===== src/rtl/fetch_decode.sv =====
`default_nettype none
// ============================================================================
// Module   : fetch_decode
// Purpose  : Sequential Y86-64 fetch and decode. On an accepted start the
//            block reads one instruction byte by byte from a byte-wide
//            instruction memory. It then presents the instruction fields,
//            valC, valP, the status code, and the register-file read/write
//            IDs (4'hF = none).
// Ports    : clock, reset          - clock, synchronous active-high reset
//            start_i, pc_i         - fetch request and instruction address
//            imem_req_o/addr_o     - byte read request and address
//            imem_valid_i/rdata_i/error_i - memory response
//            busy_o, done_o        - fetch in progress / fields final pulse
//            icode_o, ifun_o, rA_o, rB_o, valC_o, valP_o, stat_o
//            srcA_o, srcB_o, dstE_o, dstM_o - register-file IDs
// Config   : FETCH_IFUN_CHECK_EN - when defined, an ifun value outside the
//            legal set for its icode yields stat INS, with length 1.
// Revision : 1.0 - initial release
// ============================================================================
module fetch_decode (
    input  logic        clock,
    input  logic        reset,
    input  logic        start_i,
    input  logic [63:0] pc_i,
    output logic        imem_req_o,
    output logic [63:0] imem_addr_o,
    input  logic        imem_valid_i,
    input  logic [7:0]  imem_rdata_i,
    input  logic        imem_error_i,
    output logic        busy_o,
    output logic        done_o,
    output logic [3:0]  icode_o,
    output logic [3:0]  ifun_o,
    output logic [3:0]  rA_o,
    output logic [3:0]  rB_o,
    output logic [63:0] valC_o,
    output logic [63:0] valP_o,
    output logic [3:0]  srcA_o,
    output logic [3:0]  srcB_o,
    output logic [3:0]  dstE_o,
    output logic [3:0]  dstM_o,
    output logic [2:0]  stat_o
);

    localparam logic [3:0] c_NONE     = 4'hF;
    localparam logic [3:0] c_RSP      = 4'h4;
    localparam logic [2:0] c_STAT_AOK = 3'd1;
    localparam logic [2:0] c_STAT_HLT = 3'd2;
    localparam logic [2:0] c_STAT_ADR = 3'd3;
    localparam logic [2:0] c_STAT_INS = 3'd4;

    typedef enum logic [2:0] {
        S_IDLE  = 3'd0,
        S_OPC   = 3'd1,
        S_REGS  = 3'd2,
        S_CONST = 3'd3,
        S_DONE  = 3'd4
    } state_t;

    state_t      state_q, state_d;
    logic [63:0] addr_q, addr_d;
    logic [63:0] valc_q, valc_d;
    logic [63:0] valp_q, valp_d;
    logic [3:0]  icode_q, icode_d;
    logic [3:0]  ifun_q, ifun_d;
    logic [3:0]  ra_q, ra_d;
    logic [3:0]  rb_q, rb_d;
    logic [2:0]  stat_q, stat_d;
    logic [2:0]  cnt_q, cnt_d;
    logic        done_q, done_d;

    function automatic logic need_regids(input logic [3:0] ic);
        logic r;
        case (ic)
            4'h2, 4'h3, 4'h4, 4'h5, 4'h6, 4'hA, 4'hB: r = 1'b1;
            default:                                  r = 1'b0;
        endcase
        return r;
    endfunction

    function automatic logic need_valc(input logic [3:0] ic);
        logic r;
        case (ic)
            4'h3, 4'h4, 4'h5, 4'h7, 4'h8: r = 1'b1;
            default:                      r = 1'b0;
        endcase
        return r;
    endfunction

`ifdef FETCH_IFUN_CHECK_EN
    function automatic logic ifun_bad(input logic [3:0] ic, input logic [3:0] fn);
        logic r;
        case (ic)
            4'h2, 4'h7: r = (fn > 4'h6);
            4'h6:       r = (fn > 4'h3);
            default:    r = (fn != 4'h0);
        endcase
        return r;
    endfunction
`endif

    logic [3:0] w_op_ic;
    logic [3:0] w_op_fn;
    logic       w_op_bad;

    assign w_op_ic = imem_rdata_i[7:4];
    assign w_op_fn = imem_rdata_i[3:0];
`ifdef FETCH_IFUN_CHECK_EN
    assign w_op_bad = (w_op_ic > 4'hB) || ifun_bad(w_op_ic, w_op_fn);
`else
    assign w_op_bad = (w_op_ic > 4'hB);
`endif

    // Next-state logic. addr_q always points at the byte being requested, so
    // on a fault it equals pc + bytes consumed, and on the last good byte
    // addr_q + 1 equals pc + instruction length.
    always_comb begin
        state_d = state_q;
        addr_d  = addr_q;
        valc_d  = valc_q;
        valp_d  = valp_q;
        icode_d = icode_q;
        ifun_d  = ifun_q;
        ra_d    = ra_q;
        rb_d    = rb_q;
        stat_d  = stat_q;
        cnt_d   = cnt_q;
        done_d  = 1'b0;

        case (state_q)
            S_IDLE: begin
                // done_q high means this is the done cycle: ignore start.
                if (start_i && !done_q) begin
                    state_d = S_OPC;
                    addr_d  = pc_i;
                    valc_d  = 64'd0;
                    valp_d  = 64'd0;
                    icode_d = 4'h0;
                    ifun_d  = 4'h0;
                    ra_d    = c_NONE;
                    rb_d    = c_NONE;
                    stat_d  = c_STAT_AOK;
                end
            end
            S_OPC: begin
                if (imem_valid_i) begin
                    if (imem_error_i) begin
                        stat_d  = c_STAT_ADR;
                        valp_d  = addr_q;
                        state_d = S_DONE;
                    end else begin
                        icode_d = w_op_ic;
                        ifun_d  = w_op_fn;
                        addr_d  = addr_q + 64'd1;
                        if (w_op_bad) begin
                            stat_d  = c_STAT_INS;
                            valp_d  = addr_q + 64'd1;
                            state_d = S_DONE;
                        end else if (w_op_ic == 4'h0 || w_op_ic == 4'h1 || w_op_ic == 4'h9) begin
                            if (w_op_ic == 4'h0) begin
                                stat_d = c_STAT_HLT;
                            end
                            valp_d  = addr_q + 64'd1;
                            state_d = S_DONE;
                        end else if (need_regids(w_op_ic)) begin
                            state_d = S_REGS;
                        end else begin
                            cnt_d   = 3'd0;
                            state_d = S_CONST;
                        end
                    end
                end
            end
            S_REGS: begin
                if (imem_valid_i) begin
                    if (imem_error_i) begin
                        stat_d  = c_STAT_ADR;
                        valp_d  = addr_q;
                        state_d = S_DONE;
                    end else begin
                        ra_d   = imem_rdata_i[7:4];
                        rb_d   = imem_rdata_i[3:0];
                        addr_d = addr_q + 64'd1;
                        if (need_valc(icode_q)) begin
                            cnt_d   = 3'd0;
                            state_d = S_CONST;
                        end else begin
                            valp_d  = addr_q + 64'd1;
                            state_d = S_DONE;
                        end
                    end
                end
            end
            S_CONST: begin
                if (imem_valid_i) begin
                    if (imem_error_i) begin
                        stat_d  = c_STAT_ADR;
                        valp_d  = addr_q;
                        state_d = S_DONE;
                    end else begin
                        valc_d[{cnt_q, 3'b000} +: 8] = imem_rdata_i;
                        addr_d = addr_q + 64'd1;
                        cnt_d  = cnt_q + 3'd1;
                        if (cnt_q == 3'd7) begin
                            valp_d  = addr_q + 64'd1;
                            state_d = S_DONE;
                        end
                    end
                end
            end
            S_DONE: begin
                done_d  = 1'b1;
                state_d = S_IDLE;
            end
            default: begin
                state_d = S_IDLE;
            end
        endcase
    end

    always_ff @(posedge clock) begin
        if (reset) begin
            state_q <= S_IDLE;
            addr_q  <= 64'd0;
            valc_q  <= 64'd0;
            valp_q  <= 64'd0;
            icode_q <= 4'h0;
            ifun_q  <= 4'h0;
            ra_q    <= c_NONE;
            rb_q    <= c_NONE;
            stat_q  <= c_STAT_AOK;
            cnt_q   <= 3'd0;
            done_q  <= 1'b0;
        end else begin
            state_q <= state_d;
            addr_q  <= addr_d;
            valc_q  <= valc_d;
            valp_q  <= valp_d;
            icode_q <= icode_d;
            ifun_q  <= ifun_d;
            ra_q    <= ra_d;
            rb_q    <= rb_d;
            stat_q  <= stat_d;
            cnt_q   <= cnt_d;
            done_q  <= done_d;
        end
    end

    // Register-file IDs decoded from the captured fields; any non-AOK status
    // suppresses every read and write.
    always_comb begin
        srcA_o = c_NONE;
        srcB_o = c_NONE;
        dstE_o = c_NONE;
        dstM_o = c_NONE;
        if (stat_q == c_STAT_AOK) begin
            case (icode_q)
                4'h2, 4'h4, 4'h6, 4'hA: srcA_o = ra_q;
                4'h9, 4'hB:             srcA_o = c_RSP;
                default:                srcA_o = c_NONE;
            endcase
            case (icode_q)
                4'h4, 4'h5, 4'h6:       srcB_o = rb_q;
                4'h8, 4'h9, 4'hA, 4'hB: srcB_o = c_RSP;
                default:                srcB_o = c_NONE;
            endcase
            case (icode_q)
                4'h2, 4'h3, 4'h6:       dstE_o = rb_q;
                4'h8, 4'h9, 4'hA, 4'hB: dstE_o = c_RSP;
                default:                dstE_o = c_NONE;
            endcase
            case (icode_q)
                4'h5, 4'hB: dstM_o = ra_q;
                default:    dstM_o = c_NONE;
            endcase
        end
    end

    assign imem_req_o  = (state_q == S_OPC) || (state_q == S_REGS) || (state_q == S_CONST);
    assign imem_addr_o = addr_q;
    assign busy_o      = (state_q != S_IDLE);
    assign done_o      = done_q;
    assign icode_o     = icode_q;
    assign ifun_o      = ifun_q;
    assign rA_o        = ra_q;
    assign rB_o        = rb_q;
    assign valC_o      = valc_q;
    assign valP_o      = valp_q;
    assign stat_o      = stat_q;

endmodule
`default_nettype wire


===== config.mk =====
export PLATFORM = sky130hd
export DESIGN_NAME = fetch_decode
export DESIGN_NICKNAME = d
export VERILOG_FILES = /design/src/rtl/fetch_decode.sv
export SDC_FILE = /design/constraint.sdc
export NUM_CORES = 1
export LEC_CHECK = 0
export CORE_MARGIN = 8
export CORE_UTILIZATION = 44
export DETAILED_ROUTE_END_ITERATION = 8
export PLACE_DENSITY = 0.78
export SETUP_SLACK_MARGIN = 0.5
export SLEW_MARGIN = 20
export SYNTH_ARGS = -nofsm -noshare
export SYNTH_HDL_FRONTEND = slang
export SYNTH_SLANG_ARGS = --single-unit

===== constraint.sdc =====
create_clock -name clock -period 2.4 [get_ports clock]
set_input_delay 0.48 -clock clock [delete_from_list [all_inputs] [get_ports clock]]
set_output_delay 0.48 -clock clock [all_outputs]
set_load 0.02 [all_outputs]

======== Word level (Yosys, flattened, before mapping) ========
Index checks and enable logic that the tools add are counted.
operators by class
  reductions and logical operators ........ 34
  muxes and demuxes ....................... 81
  equal/unequal tests ..................... 44
  shift operators ......................... 2
  $add $sub $neg .......................... 3
  $lt $le $gt $ge ......................... 1
operators by type and width
  cell                                                                     count
  64-bit 2-to-1 mux                                                        16
  64-bit one-hot mux with 2 select lines                                   2
  64-bit one-hot mux with 4 select lines                                   1
  3-bit 2-to-1 mux                                                         28
  64-bit by 1-bit adder with 64-bit output (second input constant)         1
  64-bit bitwise mux                                                       1
  8-bit by 8-bit variable shift with 64-bit output (first input constant)  1
  8-bit by 8-bit variable part select with 64-bit output                   1
  4-bit one-hot mux with 2 select lines                                    7
  4-bit 2-to-1 mux                                                         11
  4-bit by 3-bit == test with 1-bit output (second input constant)         7
  4-bit == test (second input constant)                                    7
  2-bit != test (second input constant)                                    12
  3-bit one-hot mux with 3 select lines                                    2
  4-bit by 2-bit == test with 1-bit output (second input constant)         4
  4-bit AND reduction                                                      4
  1-bit 2-to-1 mux                                                         12
  3-bit one-hot mux with 4 select lines                                    1
  11-bit AND reduction                                                     1
  3-bit nonzero test                                                       3
  3-bit OR reduction                                                       3
  4-bit != test (second input constant)                                    2
  6-bit negation with 8-bit output                                         1
  8-bit AND reduction                                                      1
  21 further kinds                                                         36
storage, ports and cells
  word-level logic and storage cells ...... 176
  input port bits ......................... 77
  flip-flop bits (word level) ............. 218
  output and inout port bits .............. 230

======== Depth between registers and ports, before layout ========
Gate-level depths: netlist of the first run.
  depth in word-level cells ............... 14
  gate-level depth with buffers ........... 9
  gate-level depth less buffers ........... 8

======== Worst setup path before layout of the first run ========
No wires, ideal clock.
  kind .................................... register to register
  from .................................... register addr_q[0], in the netlist imem_addr_o[0]
  to ...................................... register addr_q[48], in the netlist imem_addr_o[48]
  arrival time ............................ 2.520 ns
  stages on the path, launching flop included .. 9
  path slack .............................. -0.250 ns
  buffers on the path ..................... 1
  data required time ...................... 2.270 ns
  cell sequence ........................... dfxtp_1 > ha_1 > nand4_1 > nor3_1 > nand4_1 > clkbuf_1 > nor3_1 > xnor2_1 > o22ai_1
on the way
  cells in the longest elaborated chain, start to end .. 4
RTL lines
  element                                   RTL line       source
  from (decl)                               61             logic [63:0] addr_q, addr_d;
  from (signal assigned)                    236            addr_q <= addr_d;
  64-bit by 1-bit adder with 64-bit output  154, 183, 202
  64-bit 2-to-1 mux                         147, 176, 196
  64-bit 2-to-1 mux                         195            if (imem_valid_i) begin
  64-bit one-hot mux with 2 select lines    130            case (state_q)
Every way passes these cells. The select of a mux whose other input is x is not followed.
A chain may end at the register's enable or synchronous reset.

======== Worst setup path in the final report of the first run ========
  from .................................... register icode_q[3], in the netlist icode_o[3]
  to ...................................... output port dstM_o[3]
on the way
  cells in the longest elaborated chain, start to end .. 4
  elaborated cells between the ends (all ways) .. 5
RTL lines
  element                                                                           RTL line  source
  from (decl)                                                                       64        logic [3:0] icode_q, icode_d;
  from (signal assigned)                                                            239       icode_q <= icode_d;
  4-bit by 3-bit == test with 1-bit output / 4-bit == test (equally long branches)  272       case (icode_q)
  2-bit OR reduction *                                                              272
  4-bit 2-to-1 mux *                                                                272
  4-bit 2-to-1 mux *                                                                256       if (stat_q == c_STAT_AOK) begin
  to (decl)                                                                         41        output logic [3:0] dstM_o,
Every way passes the cells marked *; elsewhere a longest branch is shown, timed or not.

==> results.json, run 1 <==
{
  "outcome": "complete, no violations",
  "dr.pass1.iters": 7,
  "slowest_stage": "or3b_4",
  "final_common_cell": "dfxtp_1",
  "period_share_pct": 99.26,
  "cts_hold_repair.buffers": 0,
  "place_worst_setup_slack_ns": -0.2141,
  "postSynthCellCount": 1431,
  "htreeDepth": 1,
  "synth_edf_count": 0,
  "synth_seq_area_share_pct": 39.19,
  "synth-warning-count": 0,
  "die_area_um2": 30660,
  "cp.required_ns": 1.92,
  "cp.arrival_ns": 1.90,
  "cap_violations": 0,
  "endpoint_kind": "output port",
  "grt_pass1_vias": 13230,
  "worst_pin_slew_ns": 0.6679,
  "syn-num-nets": 1513,
  "grt_max_degree": 128,
  "cts_buffer_depth": 3,
  "nNetsFinal": 1977,
  "cts_tree": "built",
  "min_path_type": "flop to flop",
  "dpl.hpwl_um": 33500,
  "r2r_slack_ns": 0.06,
  "peakVddDrop_mv": 0.4650,
  "ys_types": 71,
  "wire_per_inst_um": 24.28,
  "grt_remaining_overflow": 0,
  "clk_latency_ns": 0.53,
  "initial_core_util_pct": 44.48,
  "vias_per_cell": 6.346,
  "synthArstFlopShare_pct": 0,
  "syn_area_um2": 11140,
  "syn_to_final_growth_pct": 70.79,
  "ys.flop_type": "dfxtp_1",
  "utilization_pct": 75.97,
  "cts.sinks": 218,
  "cp_max_fo": 4,
  "postRouteWirelength_um": 54480,
  "antenna_found_initial": 2,
  "power_leakage_nw": 8.227,
  "rsz0062_at_grt": "yes",
  "path_class": "flop to output port",
  "fmax_mhz": 419.8,
  "crit_chain": "or3b_4, a21boi_4, nand2_2, or2_4, buf_6",
  "fillerInstances": 1634,
  "layout_setup_ws_ns": 0.01765,
  "drive_gt1_share_pct": 28.75,
  "fin_crit_ns": 2.382,
  "layout_common_cells": "179 x dfxtp_1, 170 x nand2_1, 165 x buf_4, 163 x clkdlybuf4s50_1, 120 x nor2_1",
  "setup_violations": 0,
  "skew_ns": 0.01102,
  "slew_headroom_pct": 55.38,
  "cts_made_buffers": 24,
  "drc": 0,
  "powerDensity_nw_per_um2": 669.9,
  "vias": 14240,
  "cpPeakStageDelay_ns": 0.41,
  "die_w_um": 175.1,
  "std_cell_rows": 58,
  "coreArea_um2": 25040,
  "cp-start-kind": "flop",
  "antenna_left": 0,
  "clkTransAtPathRegs_ns": 0.06,
  "gr-usage-all-layers_pct": 29.91,
  "clock-root-buffer": "clkbuf_16",
  "dieHeight_um": 175.1,
  "final_hold_viol_count": 0,
  "port_buffers": 306,
  "slew_viol_final": 0,
  "gp_congestion": 0.9609,
  "grt_first_pass_wirelength_um": 74640,
  "pin_count": 307,
  "ys_seq_elements": 218,
  "syn_avg_cell_area_um2": 7.783,
  "dr.first_iter.drc_count": 1904
}
==> report_power, final <==
part           total (mW)  internal [mW]  switching, mW  leakage (nW)
clock                3.94           2.33           1.61         0.405
combinational        4.63           1.97           2.66          6.03
sequential           4.18           3.89          0.291          1.79
total                12.7           8.19           4.55          8.23
==> metal layers <==
layer,wire length (um),vias to the layer above,track usage [%]
li1,-,6127,-
met1,19470,6714,36.60
met2,25020,1088,48.74
met3,6035,307,6.022
met4,3924,4,16.21
met5,27,-,0
==> metrics by stage <==
step	power, mW	hold WS [ns]	setup TNS (ns)	instances	instance area (um2)
6_report	12.74	0.4456	0	2244	19020
5_1_grt	13.11	0.4704	-0.1194	2243	19020
3_3_place_gp	7.715	0.4355	-8.303	2113	15830
3_5_place_dp	7.779	0.4394	-10.73	2113	15830
2_1_floorplan	6.242	0.4753	-0.008379	1431	11730
4_1_cts	11.94	0.4325	-0.01062	2195	17440
==> final cells by class <==
type,count,area (um2),share of cell area (%)
multi-input cells,1085,7594,39.92
repair buffers,546,5638,29.64
flip-flops and latches,218,4453,23.41
clock buffers,35,725.7,3.815
well taps,330,412.9,2.171
clock inverters,9,115.1,0.6052
inverters,20,80.08,0.4210
diodes,1,2.502,0.01316
==> cells in the mapped netlist (9+ instances only) <==
cell type,number,area share [%]
and4_1,16,1.3
o31ai_1,13,0.88
a21oi_1,77,3.5
or3_1,13,0.73
nor3_1,61,2.7
o211ai_1,9,0.61
or2_2,9,0.51
clkbuf_1,98,3.3
nand3_1,67,3.0
a22o_1,51,4.0
nor2_1,128,4.3
and2_1,16,0.90
a22oi_1,33,2.2
nand4_1,31,1.7
nor4_1,20,1.1
nor2b_1,17,0.95
o21ai_0,114,5.1
nand2_1,184,6.2
and3_1,22,1.2
xnor2_1,47,3.7
dfxtp_1,218,39
inv_1,18,0.61
xor2_1,17,1.3
a31oi_1,22,1.2
==> worst paths after layout <==
kind	startpoint	to	cells after the start
worst min-delay path	valP_o[23]$_SDFFE_PP0P_	valP_o[23]$_SDFFE_PP0P_	2
worst min register to register	valP_o[23]$_SDFFE_PP0P_	valP_o[23]$_SDFFE_PP0P_	2
worst max-delay path	icode_o[3]$_SDFFE_PP0P_	dstM_o[3]	5
worst max register to register	imem_addr_o[29]$_SDFFE_PP0P_	valP_o[52]$_SDFFE_PP0P_	7
==> logic make-up after synthesis <==
logic type                 count (synthesis)  synth area share [%]
buffers and inverters                    131                 4.516
and+or+nand+nor                          627                 28.20
muxes                                      8                0.7415
adders and majority gates                  5                0.5617
DFF                                      218                 39.19
xor gates and xnor gates                  64                 5.033
AOI/OAI and AO/OA                        378                 21.76
==> state kept, by name (all words and copies together) (netlist names) <==
name and cells:
stat_o 3, cnt_q 3, state_q 3, imem_addr_o 64
icode_o 4, done_o 1, rA_o 4, valC_o 64
valP_o 64, ifun_o 4, rB_o 4
==> critical path, delay by kind of cell, from the launching register on <==
kind / cells / cell delay, ns
compound gates: 1 / 0.16
flops: 1 / 0.33
buf+inv: 1 / 0.13
simple gates: 3 / 0.75
==> what timing repair did <==
item | in CTS | in global routing
setup buffers | 30 | 41
endpoints found under the setup margin | 443 | 410
gates resized for setup | 287 | 305
pin swaps | 51 | 87
cloned | 8 | 7
Note: power is estimated with default switching activity, not from simulation.
==> run 2: changes to the inputs <==
--- a/config.mk
+++ b/config.mk
@@ -7,6 +7,7 @@
 export LEC_CHECK = 0
 export CORE_MARGIN = 8
 export CORE_UTILIZATION = 44
+export CTS_BUF_LIST = sky130_fd_sc_hd__clkbuf_16
 export DETAILED_ROUTE_END_ITERATION = 8
 export PLACE_DENSITY = 0.78
 export SETUP_SLACK_MARGIN = 0.5
==> results.json, run 2 (synthesis gave the netlist of run 1 again) <==
{
  "syn_to_final_growth_pct": 70.01,
  "coreArea_um2": 25040,
  "dr.first_iter.drc_count": 1735,
  "htreeDepth": 1,
  "violations": "setup timing",
  "wire_per_inst_um": 24.45,
  "cp.required_ns": 2.81,
  "rsz0062_at_grt": "yes",
  "outcome": "finished, violations left",
  "cts_made_buffers": 24,
  "clk_latency_ns": 0.53,
  "vias": 14130,
  "nNetsFinal": 1981,
  "r2r-start": "imem_addr_o[31]$_SDFFE_PP0P_",
  "dpl.hpwl_um": 33500,
  "grt_first_pass_wirelength_um": 76190,
  "r2r_end": "valP_o[60]$_SDFFE_PP0P_",
  "antenna_found_initial": 5,
  "power_leakage_nw": 7.637,
  "period_share_pct": 100.2,
  "timing.hold.ws_ns": 0.4111,
  "clock-root-buffer": "clkbuf_16",
  "gr-usage-all-layers_pct": 30.62,
  "vias_per_cell": 6.284,
  "fin_crit_ns": 2.405,
  "cap_violations": 0,
  "min_path_type": "input port to flop",
  "initial_core_util_pct": 44.48,
  "layout_setup_ws_ns": -0.005453,
  "min_path_cells": 4,
  "fmax_mhz": 415.7,
  "cp_max_fo": 5,
  "cp-start-kind": "flop",
  "endpoint_kind": "flop",
  "worst_pin_slew_ns": 0.6481,
  "worst_r2r_path_depth": 9,
  "tns_ns": -0.005453,
  "grt_remaining_overflow": 0,
  "peakVddDrop_mv": 0.4305,
  "r2r_slack_ns": -0.005,
  "grt_max_degree": 128,
  "cts_tree": "built",
  "dieHeight_um": 175.1,
  "dr.pass1.iters": 6,
  "final_common_cell": "clkdlybuf4s50_1",
  "drc": 0,
  "setup_violations": 1,
  "die_area_um2": 30660,
  "layout_common_cells": "194 x clkdlybuf4s50_1, 179 x dfxtp_1, 170 x nand2_1, 159 x buf_4, 118 x nor2_1",
  "antenna_left": 0,
  "path_class": "flop to flop",
  "pin_count": 307,
  "slew_viol_final": 0,
  "drive_gt1_share_pct": 28.79,
  "postRouteWirelength_um": 54990,
  "hold-path-endpoint": "icode_o[1]$_SDFFE_PP0P_",
  "slew_headroom_pct": 56.70,
  "min_from": "imem_rdata_i[5]",
  "die_w_um": 175.1,
  "cts_hold_repair.buffers": 0,
  "port_buffers": 306,
  "final_hold_viol_count": 0,
  "std_cell_rows": 58,
  "powerDensity_nw_per_um2": 665.8,
  "power.total_mw": 12.61,
  "fillerInstances": 1675,
  "gp_congestion": 0.9609,
  "cts_buffer_depth": 3,
  "clkTransAtPathRegs_ns": 0.07,
  "cp.arrival_ns": 2.82,
  "grt_pass1_vias": 13460,
  "cts.sinks": 218,
  "skew_ns": 0.008211
}
[run 2: changes by cell type in the layout (fill, tap and decap cells not counted), sizes merged, moves of 2 or more]
| cell | previous run | this run |
|---|---|---|
| dlygate4sd2 | 32 | 35 |
| inv | 18 | 24 |
| clkdlybuf4s50 | 163 | 194 |
| clkinv | 7 | 9 |
| clkbuf | 41 | 29 |
| clkdlybuf4s15 | 19 | 21 |
| dlymetal6s2s | 70 | 37 |
| or2 | 12 | 15 |
[run 2: worst max path at each step]
stage,start,endpoint,cells past startpoint
3_3_place_gp,imem_rdata_i[5],valP_o[61]$_SDFFE_PP0P_,8
6_report,imem_addr_o[31]$_SDFFE_PP0P_,valP_o[60]$_SDFFE_PP0P_,9
3_5_place_dp,imem_rdata_i[5],valP_o[40]$_SDFFE_PP0P_,6
2_1_floorplan,imem_addr_o[12]$_SDFFE_PP0P_,imem_addr_o[33]$_SDFFE_PP0P_,7
4_1_cts,icode_o[3]$_SDFFE_PP0P_,dstM_o[1],5
5_1_grt,imem_addr_o[31]$_SDFFE_PP0P_,valP_o[60]$_SDFFE_PP0P_,9
[run 2: layout make-up]
class	instances	area [um2]	area share (%)
Clock buffer	27	675.6	3.568
Sequential cell	218	4453	23.52
Tap cell	330	412.9	2.181
Timing Repair Buffer	547	5570	29.42
Inverter	20	85.08	0.4493
Multi-Input combinational cell	1088	7587	40.07
Antenna cell	2	5.005	0.02643
Clock inverter	17	145.1	0.7665
[run 2: critical path, stage by stage, from the launching register on]
cell	delay [ns]
dfxtp_4	0.41
nand4_1	0.23
buf_4	0.23
nor4_4	0.32
nand4_1	0.19
buf_4	0.20
nor4_4	0.33
buf_4	0.18
xnor2_1	0.11
o21ai_1	0.07
[run 2: metal layers]
| layer | GRT usage, % | part of all wire (%) | vias to the layer above |
|---|---|---|---|
| li1 | - | - | 6129 |
| met2 | 50.69 | 46 | 1090 |
| met4 | 16.21 | 6.9 | 8 |
| met1 | 36.52 | 36 | 6612 |
| met3 | 6.907 | 11 | 293 |
| met5 | 0 | 0.11 | - |
[run 2: power by group]
| part | internal (mW) | leakage [nW] | total, mW | switching [mW] |
|---|---|---|---|---|
| Combinational | 1.93 | 5.43 | 4.56 | 2.63 |
| Sequential | 3.89 | 1.79 | 4.19 | 0.299 |
| Clock | 2.24 | 0.419 | 3.85 | 1.62 |
| Total | 8.06 | 7.64 | 12.6 | 4.54 |
[run 2: metrics by stage]
stage	util [%]	instances	area (um2)	worst slack (ns)
CTS	70.91	2212	17750	-0.005214
detailed placement	63.21	2113	15830	-0.2141
global placement	63.21	2113	15830	-0.1540
finish	75.63	2249	18930	-0.005453
global route	75.61	2247	18930	-0.09151
floorplan	-	1431	11730	-0.008379
[run 2: repair_timing]
action                                  in CTS  in global routing
endpoints found under the hold margin        0                  0
resized for setup                          322                246
endpoints found under the setup margin     443                409
setup buffers                               41                 31
cloned                                      14                  4
pin swaps                                   67                105
